$ cat config.mk
export PLATFORM = sky130hd
export DESIGN_NAME = div_sched_flat
export DESIGN_NICKNAME = d
export VERILOG_FILES = /design/src/rtl/div_sched_pkg.sv /design/src/rtl/div_sched_if.sv /design/src/rtl/div_sched_arb.sv /design/src/rtl/div_sched.sv /design/src/flat_wrapper.sv
export SDC_FILE = /design/constraint.sdc
export NUM_CORES = 1
export LEC_CHECK = 0
export BUFFER_PORTS_ARGS = -buffer_cell sky130_fd_sc_hd__buf_4
export CORE_MARGIN = 8
export CORE_UTILIZATION = 35
export CTS_BUF_LIST = sky130_fd_sc_hd__clkbuf_4 sky130_fd_sc_hd__clkbuf_8 sky130_fd_sc_hd__clkbuf_16
export CTS_CLUSTER_SIZE = 28
export DETAILED_ROUTE_END_ITERATION = 8
export PLACE_DENSITY = 0.67
export SLEW_MARGIN = 30
export SYNTH_ARGS = -nofsm -noshare
export SYNTH_HDL_FRONTEND = slang
export SYNTH_SLANG_ARGS = --single-unit
$ cat constraint.sdc
create_clock -name clk -period 4.21 [get_ports clk]
set_input_delay 0.842 -clock clk [delete_from_list [all_inputs] [get_ports clk]]
set_output_delay 0.842 -clock clk [all_outputs]
set_load 0.01 [all_outputs]
$ cat src/rtl/div_sched_pkg.sv
// div_sched_pkg: operation and FSM state types shared by the divider scheduler.
package rv32i_types;
  typedef enum logic [1:0] {OP_DIV, OP_DIVU, OP_REM, OP_REMU} div_op_t;
  typedef enum logic [2:0] {S_IDLE, S_ISSUE, S_WAIT, S_RESP, S_DRAIN} div_state_t;
  localparam logic [31:0] INT_MIN = 32'h8000_0000;
  function automatic logic op_signed(div_op_t op);
    return op == OP_DIV || op == OP_REM;
  endfunction
  function automatic logic op_rem(div_op_t op);
    return op == OP_REM || op == OP_REMU;
  endfunction
endpackage

$ cat src/rtl/div_sched_if.sv
// div_sched_if: requester, divider and result-bus signals of the divider scheduler.
interface div_sched_if #(
  parameter int NUM_REQ   = 2,
  parameter int TAG_WIDTH = 5
);
  logic                              flush;
  logic [NUM_REQ-1:0]                req_valid;
  logic [NUM_REQ-1:0]                req_ready;
  logic [NUM_REQ-1:0][1:0]           req_op;
  logic [NUM_REQ-1:0][31:0]          req_a;
  logic [NUM_REQ-1:0][31:0]          req_b;
  logic [NUM_REQ-1:0][TAG_WIDTH-1:0] req_tag;
  logic                              div_start;
  logic [31:0]                       div_a;
  logic [31:0]                       div_b;
  logic                              div_signed;
  logic                              div_complete;
  logic [31:0]                       div_quotient;
  logic [31:0]                       div_remainder;
  logic                              out_valid;
  logic                              out_ready;
  logic [TAG_WIDTH-1:0]              out_tag;
  logic [31:0]                       out_result;
  modport master (
    output flush, req_valid, req_op, req_a, req_b, req_tag,
           div_complete, div_quotient, div_remainder, out_ready,
    input  req_ready, div_start, div_a, div_b, div_signed,
           out_valid, out_tag, out_result
  );
  modport slave (
    input  flush, req_valid, req_op, req_a, req_b, req_tag,
           div_complete, div_quotient, div_remainder, out_ready,
    output req_ready, div_start, div_a, div_b, div_signed,
           out_valid, out_tag, out_result
  );
endinterface

$ cat src/rtl/div_sched_arb.sv
// rr_arbiter: round-robin arbiter; the requester after the last-granted one wins.
module rr_arbiter #(
  parameter int NUM_REQ = 2
) (
  input  logic               clk,
  input  logic               rst_n,
  input  logic [NUM_REQ-1:0] i_valid,
  input  logic               i_advance,
  output logic [NUM_REQ-1:0] o_grant
);
  localparam int IW = NUM_REQ > 1 ? $clog2(NUM_REQ) : 1;
  logic [IW-1:0] r_last, w_idx, w_cand;
  logic          w_found;
  // scan downward so the nearest candidate after r_last is written last
  always_comb begin
    w_idx   = r_last;
    w_cand  = r_last;
    w_found = 1'b0;
    o_grant = '0;
    for (int i = NUM_REQ; i >= 1; i--) begin
      w_cand = IW'((int'(r_last) + i) % NUM_REQ);
      if (i_valid[w_cand]) begin
        w_found = 1'b1;
        w_idx   = w_cand;
      end
    end
    o_grant[w_idx] = w_found;
  end
  always_ff @(posedge clk or negedge rst_n)
    if (!rst_n) r_last <= IW'(NUM_REQ - 1);
    else if (i_advance) r_last <= w_idx;
endmodule

$ cat src/rtl/div_sched.sv
// div_sched: shares one sequential divider among NUM_REQ requesters, one op in flight,
// with a fast path for divide-by-zero and signed overflow.
module div_sched
  import rv32i_types::*;
#(
  parameter int NUM_REQ   = 2,
  parameter int TAG_WIDTH = 5
) (
  input logic        clk,
  input logic        rst_n,
  div_sched_if.slave bus
);
  div_state_t           r_state, w_next;
  div_op_t              r_op, w_op;
  logic [31:0]          r_a, r_b, r_result, w_a, w_b, w_fast_res;
  logic [TAG_WIDTH-1:0] r_tag, w_tag;
  logic [NUM_REQ-1:0]   w_grant;
  logic                 w_open, w_accept, w_fast;

  assign w_open        = rst_n && r_state == S_IDLE && !bus.flush;
  assign bus.req_ready = w_grant & {NUM_REQ{w_open}};
  assign w_accept      = |bus.req_ready;

  rr_arbiter #(.NUM_REQ(NUM_REQ)) u_arb (
    .clk       (clk),
    .rst_n     (rst_n),
    .i_valid   (bus.req_valid),
    .i_advance (w_accept),
    .o_grant   (w_grant)
  );

  always_comb begin
    w_op  = OP_DIV;
    w_a   = '0;
    w_b   = '0;
    w_tag = '0;
    for (int i = 0; i < NUM_REQ; i++)
      if (w_grant[i]) begin
        w_op  = div_op_t'(bus.req_op[i]);
        w_a   = bus.req_a[i];
        w_b   = bus.req_b[i];
        w_tag = bus.req_tag[i];
      end
  end

  // these two cases are answered without the divider
  assign w_fast     = w_b == '0 || (op_signed(w_op) && w_a == INT_MIN && w_b == '1);
  assign w_fast_res = w_b == '0 ? (op_rem(w_op) ? w_a : '1) : (op_rem(w_op) ? '0 : INT_MIN);

  always_comb begin
    w_next = r_state;
    case (r_state)
      S_IDLE:  w_next = w_accept ? (w_fast ? S_RESP : S_ISSUE) : S_IDLE;
      S_ISSUE: w_next = bus.flush ? S_DRAIN : S_WAIT;
      S_WAIT:  w_next = bus.flush ? S_DRAIN : (bus.div_complete ? S_RESP : S_WAIT);
      S_RESP:  w_next = (bus.flush || bus.out_ready) ? S_IDLE : S_RESP;
      S_DRAIN: w_next = bus.div_complete ? S_IDLE : S_DRAIN;
      default: w_next = S_IDLE;
    endcase
  end

  always_ff @(posedge clk or negedge rst_n)
    if (!rst_n) r_state <= S_IDLE;
    else r_state <= w_next;

  always_ff @(posedge clk)
    if (w_accept) begin
      r_op     <= w_op;
      r_a      <= w_a;
      r_b      <= w_b;
      r_tag    <= w_tag;
      r_result <= w_fast_res;
    end else if (r_state == S_WAIT && bus.div_complete) begin
      r_result <= op_rem(r_op) ? bus.div_remainder : bus.div_quotient;
    end

  assign bus.div_start  = r_state == S_ISSUE;
  assign bus.div_a      = r_a;
  assign bus.div_b      = r_b;
  assign bus.div_signed = op_signed(r_op);
  assign bus.out_valid  = r_state == S_RESP;
  assign bus.out_tag    = r_tag;
  assign bus.out_result = r_result;
endmodule
$ cat src/flat_wrapper.sv
// flat-port wrapper written by rule: the top's interface ports become plain ports
module div_sched_flat import rv32i_types::*;
#(
  parameter int NUM_REQ   = 2,
  parameter int TAG_WIDTH = 5
)
  (clk, rst_n, bus_flush, bus_req_valid, bus_req_op, bus_req_a, bus_req_b, bus_req_tag, bus_div_complete, bus_div_quotient, bus_div_remainder, bus_out_ready, bus_req_ready, bus_div_start, bus_div_a, bus_div_b, bus_div_signed, bus_out_valid, bus_out_tag, bus_out_result);
  div_sched_if #(.NUM_REQ(NUM_REQ), .TAG_WIDTH(TAG_WIDTH)) bus_i ();
  input logic clk;
  input logic rst_n;
  input wire logic [$bits(bus_i.flush)-1:0] bus_flush;
  input wire logic [$bits(bus_i.req_valid)-1:0] bus_req_valid;
  input wire logic [$bits(bus_i.req_op)-1:0] bus_req_op;
  input wire logic [$bits(bus_i.req_a)-1:0] bus_req_a;
  input wire logic [$bits(bus_i.req_b)-1:0] bus_req_b;
  input wire logic [$bits(bus_i.req_tag)-1:0] bus_req_tag;
  input wire logic [$bits(bus_i.div_complete)-1:0] bus_div_complete;
  input wire logic [$bits(bus_i.div_quotient)-1:0] bus_div_quotient;
  input wire logic [$bits(bus_i.div_remainder)-1:0] bus_div_remainder;
  input wire logic [$bits(bus_i.out_ready)-1:0] bus_out_ready;
  output wire logic [$bits(bus_i.req_ready)-1:0] bus_req_ready;
  output wire logic [$bits(bus_i.div_start)-1:0] bus_div_start;
  output wire logic [$bits(bus_i.div_a)-1:0] bus_div_a;
  output wire logic [$bits(bus_i.div_b)-1:0] bus_div_b;
  output wire logic [$bits(bus_i.div_signed)-1:0] bus_div_signed;
  output wire logic [$bits(bus_i.out_valid)-1:0] bus_out_valid;
  output wire logic [$bits(bus_i.out_tag)-1:0] bus_out_tag;
  output wire logic [$bits(bus_i.out_result)-1:0] bus_out_result;
  assign bus_i.flush = bus_flush;
  assign bus_i.req_valid = bus_req_valid;
  assign bus_i.req_op = bus_req_op;
  assign bus_i.req_a = bus_req_a;
  assign bus_i.req_b = bus_req_b;
  assign bus_i.req_tag = bus_req_tag;
  assign bus_i.div_complete = bus_div_complete;
  assign bus_i.div_quotient = bus_div_quotient;
  assign bus_i.div_remainder = bus_div_remainder;
  assign bus_i.out_ready = bus_out_ready;
  assign bus_req_ready = bus_i.req_ready;
  assign bus_div_start = bus_i.div_start;
  assign bus_div_a = bus_i.div_a;
  assign bus_div_b = bus_i.div_b;
  assign bus_div_signed = bus_i.div_signed;
  assign bus_out_valid = bus_i.out_valid;
  assign bus_out_tag = bus_i.out_tag;
  assign bus_out_result = bus_i.out_result;
  div_sched #(.NUM_REQ(NUM_REQ), .TAG_WIDTH(TAG_WIDTH)) u_core (.clk(clk), .rst_n(rst_n), .bus(bus_i));
endmodule
==> impl_metrics.toml <==
[power_and_ir_drop]
total_power_mw = 3.68
switching_share_pct = 30.7
p_comb_share_pct = 32.5
irDropWorstVdd_mv = 0.217
p_per_area_mw_per_mm2 = 443
clkPwrFrac_pct = 26.4
power_frac_seq_pct = 41.1
leakagePower_nw = 3.43
p_int_mw = 2.55
p_sw_mw = 1.13

[timing]
layout_min_cycle_time_ns = 3.03
max_freq_ghz = 0.331
tns_ns = 0
drv_slew = 0
rsz0062_at_grt = "no"
timing.slew.headroom_pct = 45.0
worst_hold_slack_ns = 0.291
fin_crit_sh_pct = 71.9
fin_skew_ns = 0.0121
worst_pin_slew_ns = 0.823
setup_viol = 0
hold_viol = 0

[drt]
dr.pass1.iters = 5
via_per_inst = 5.74
detail_route.wl_per_cell_um = 24.8
vias = 5239
drc = 0
ant_nets = 0
wl_um = 22700
drtIter0Drc = 444

[synthesis]
synth.top_cell.area_share_pct = 57.6
synth-edff-count = 103
synth-seq-cells = 107
syn-num-nets = 630
synth.cell_area_mm2 = 0.00537
yosys_warnings = 0
yosysMostFrequentCell = "edfxtp_1"
syn_avg_cell_area_um2 = 12.9
async_flop_share_pct = 3.74
syn_inst = 417
ys_seq_area_share_pct = 59.5
yosys_most_used_dff = "edfxtp_1"
synthTopCellsByArea = "edfxtp_1 (58%), a22o_1 (10%), mux2i_1 (6.0%)"
ys_top_cells_by_count = "edfxtp_1 (103), a22o_1 (62), o21ai_0 (37)"
synth_top_area_cell = "edfxtp_1"
ys_types = 39

[global_route]
antenna_found_initial = 0
grt_pass1_wl_um = 32400
overflow = 0
grt_max_degree = 72
track_usage_pct = 21.8
grt_pass1_vias = 5516

[floorplanning]
core-area_mm2 = 0.0151
io_pins = 319
start_util_pct = 35.6
die_w_um = 140
row_count = 45
dieArea_mm2 = 0.0196
fp.dieH_um = 140

[cts]
cts_hold_buf = 0
cts_sinks = 107
htreeDepth = 3
cts_buffers = 9
postCtsSetupRepairBufs = 0
clk_latency_ns = 0.34
cts_max_path_buffers = 2
cts-root-buf = "clkbuf_16"
ctsResizeCount = 0
clk_pin_slew_worst_paths_ns = 0.08
cts_tree = "done"

[final_layout]
syn_to_final_growth_pct = 54.4
num_antenna_cells = 0
fillers = 1337
seq_area_mm2 = 0.00319
fin_area_mm2 = 0.00829
multi_input_area_mm2 = 0.00200
drive_above_1_share_pct = 48.3
fin_nets = 933

[worst_setup_path]
crit_path_max_fanout = 51
path_class = "reg -> reg"
critPathCaptureType = "register"
cp.required_ns = 4.47
cp-start-kind = "register"
worst_ep_arrival_time_ns = 3.29

[worst_hold_path]
hold_path_class = "in -> async"

[placement]
gp_congestion = 0.926
portBuffers = 318
place_area_mm2 = 0.00795
hpwl_um = 18200

[run]
cap_violations = 0

[run_status]
outcome = "completed"
layer usage:
layer | wire (um) | vias to the layer above | GRT usage (%)
met5 | 0 | - | 0
met2 | 11500 | 341 | 39.1
met1 | 8450 | 2513 | 24.2
met4 | 456 | 0 | 6.97
met3 | 2260 | 31 | 6.63
li1 | - | 2354 | -
logic make-up after synthesis:
group                  count (synthesis)  share of synthesized area (%)
AND/OR/NAND/NOR                       72                           7.85
XOR/XNOR                               1                          0.163
buffers and inverters                 43                           3.66
AO/OA/AOI/OAI                        162                           22.9
multiplexers                          32                           5.96
flip-flops                           107                           59.5
critical path, cell delays in order, from the launching register on:
cell      delay [ns]
dfstp_2         0.58
nand2b_1        0.35
and2_4          0.61
buf_4           0.38
a22o_1          0.20
nand4_1         0.09
or4_1           0.56
o21ai_1         0.15
flip-flops by register name, indices dropped and copies added, names as in the netlist:
name                   cells
u_core.bus.div_a          32
u_core.bus.div_b          32
u_core.bus.out_result     32
u_core.bus.out_tag         5
u_core.r_state             3
u_core.r_op                2
u_core.u_arb.r_last        1
path summary, 6_finish.rpt:
check	endpoint	start	slack [ns]	depth (start not counted)
setup / recovery	u_core.r_state[1]	u_core.u_arb.r_last	1.18	7
hold / removal	u_core.r_state[2]	rst_n	0.29	1
setup reg to reg	u_core.r_state[1]	u_core.u_arb.r_last	1.18	7
hold reg to reg	u_core.u_arb.r_last	u_core.u_arb.r_last	0.51	2
max in group asynchronous	u_core.u_arb.r_last	rst_n	3.72	1
min in group clk	u_core.u_arb.r_last	u_core.u_arb.r_last	0.51	2
stage by stage:
step | instances | worst slack, ns | utilization (%)
after floorplan | 417 | 0.557 | -
after global placement | 896 | 0.976 | 52.5
after detailed placement | 897 | 0.843 | 52.7
after CTS | 913 | 1.21 | 55.0
after global routing | 913 | 1.03 | 55.0
final | 913 | 1.18 | 55.0
power by group through the flow:
stage / Clock [mW] / Combinational (mW) / Sequential, mW
after floorplan: 0 / 0.502 / 1.61
after global placement: 0 / 1.15 / 1.53
after detailed placement: 0 / 1.20 / 1.53
after CTS: 0.984 / 1.20 / 1.51
after global routing: 1.01 / 1.28 / 1.53
final: 0.971 / 1.19 / 1.51
layout make-up:
class	count	area share [%]
sequential	107	38.5
timing repair buffer	328	30.1
multi-input combinational	267	24.1
tap	188	2.84
clock buffer	9	2.72
clock inverter	7	1.39
inverter	7	0.347
cells in the final DEF (no fill, tap or decap), types with 2 or more instances in the layout:
cell / count
nor4_1: 31
inv_1: 6
mux2i_1: 32
bufinv_16: 3
a32oi_1: 8
buf_4: 326
nand2_1: 9
a21oi_1: 8
nand2b_1: 2
a22o_1: 62
clkbuf_16: 9
a31oi_1: 2
nand3_1: 3
or4_1: 4
o211ai_1: 31
o21ai_0: 36
nand4_1: 9
dfrtp_1: 3
edfxtp_1: 103
a32o_1: 6
nor2_1: 7
nand4b_1: 2
No activity file was read; power rests on OpenSTA's default activity.
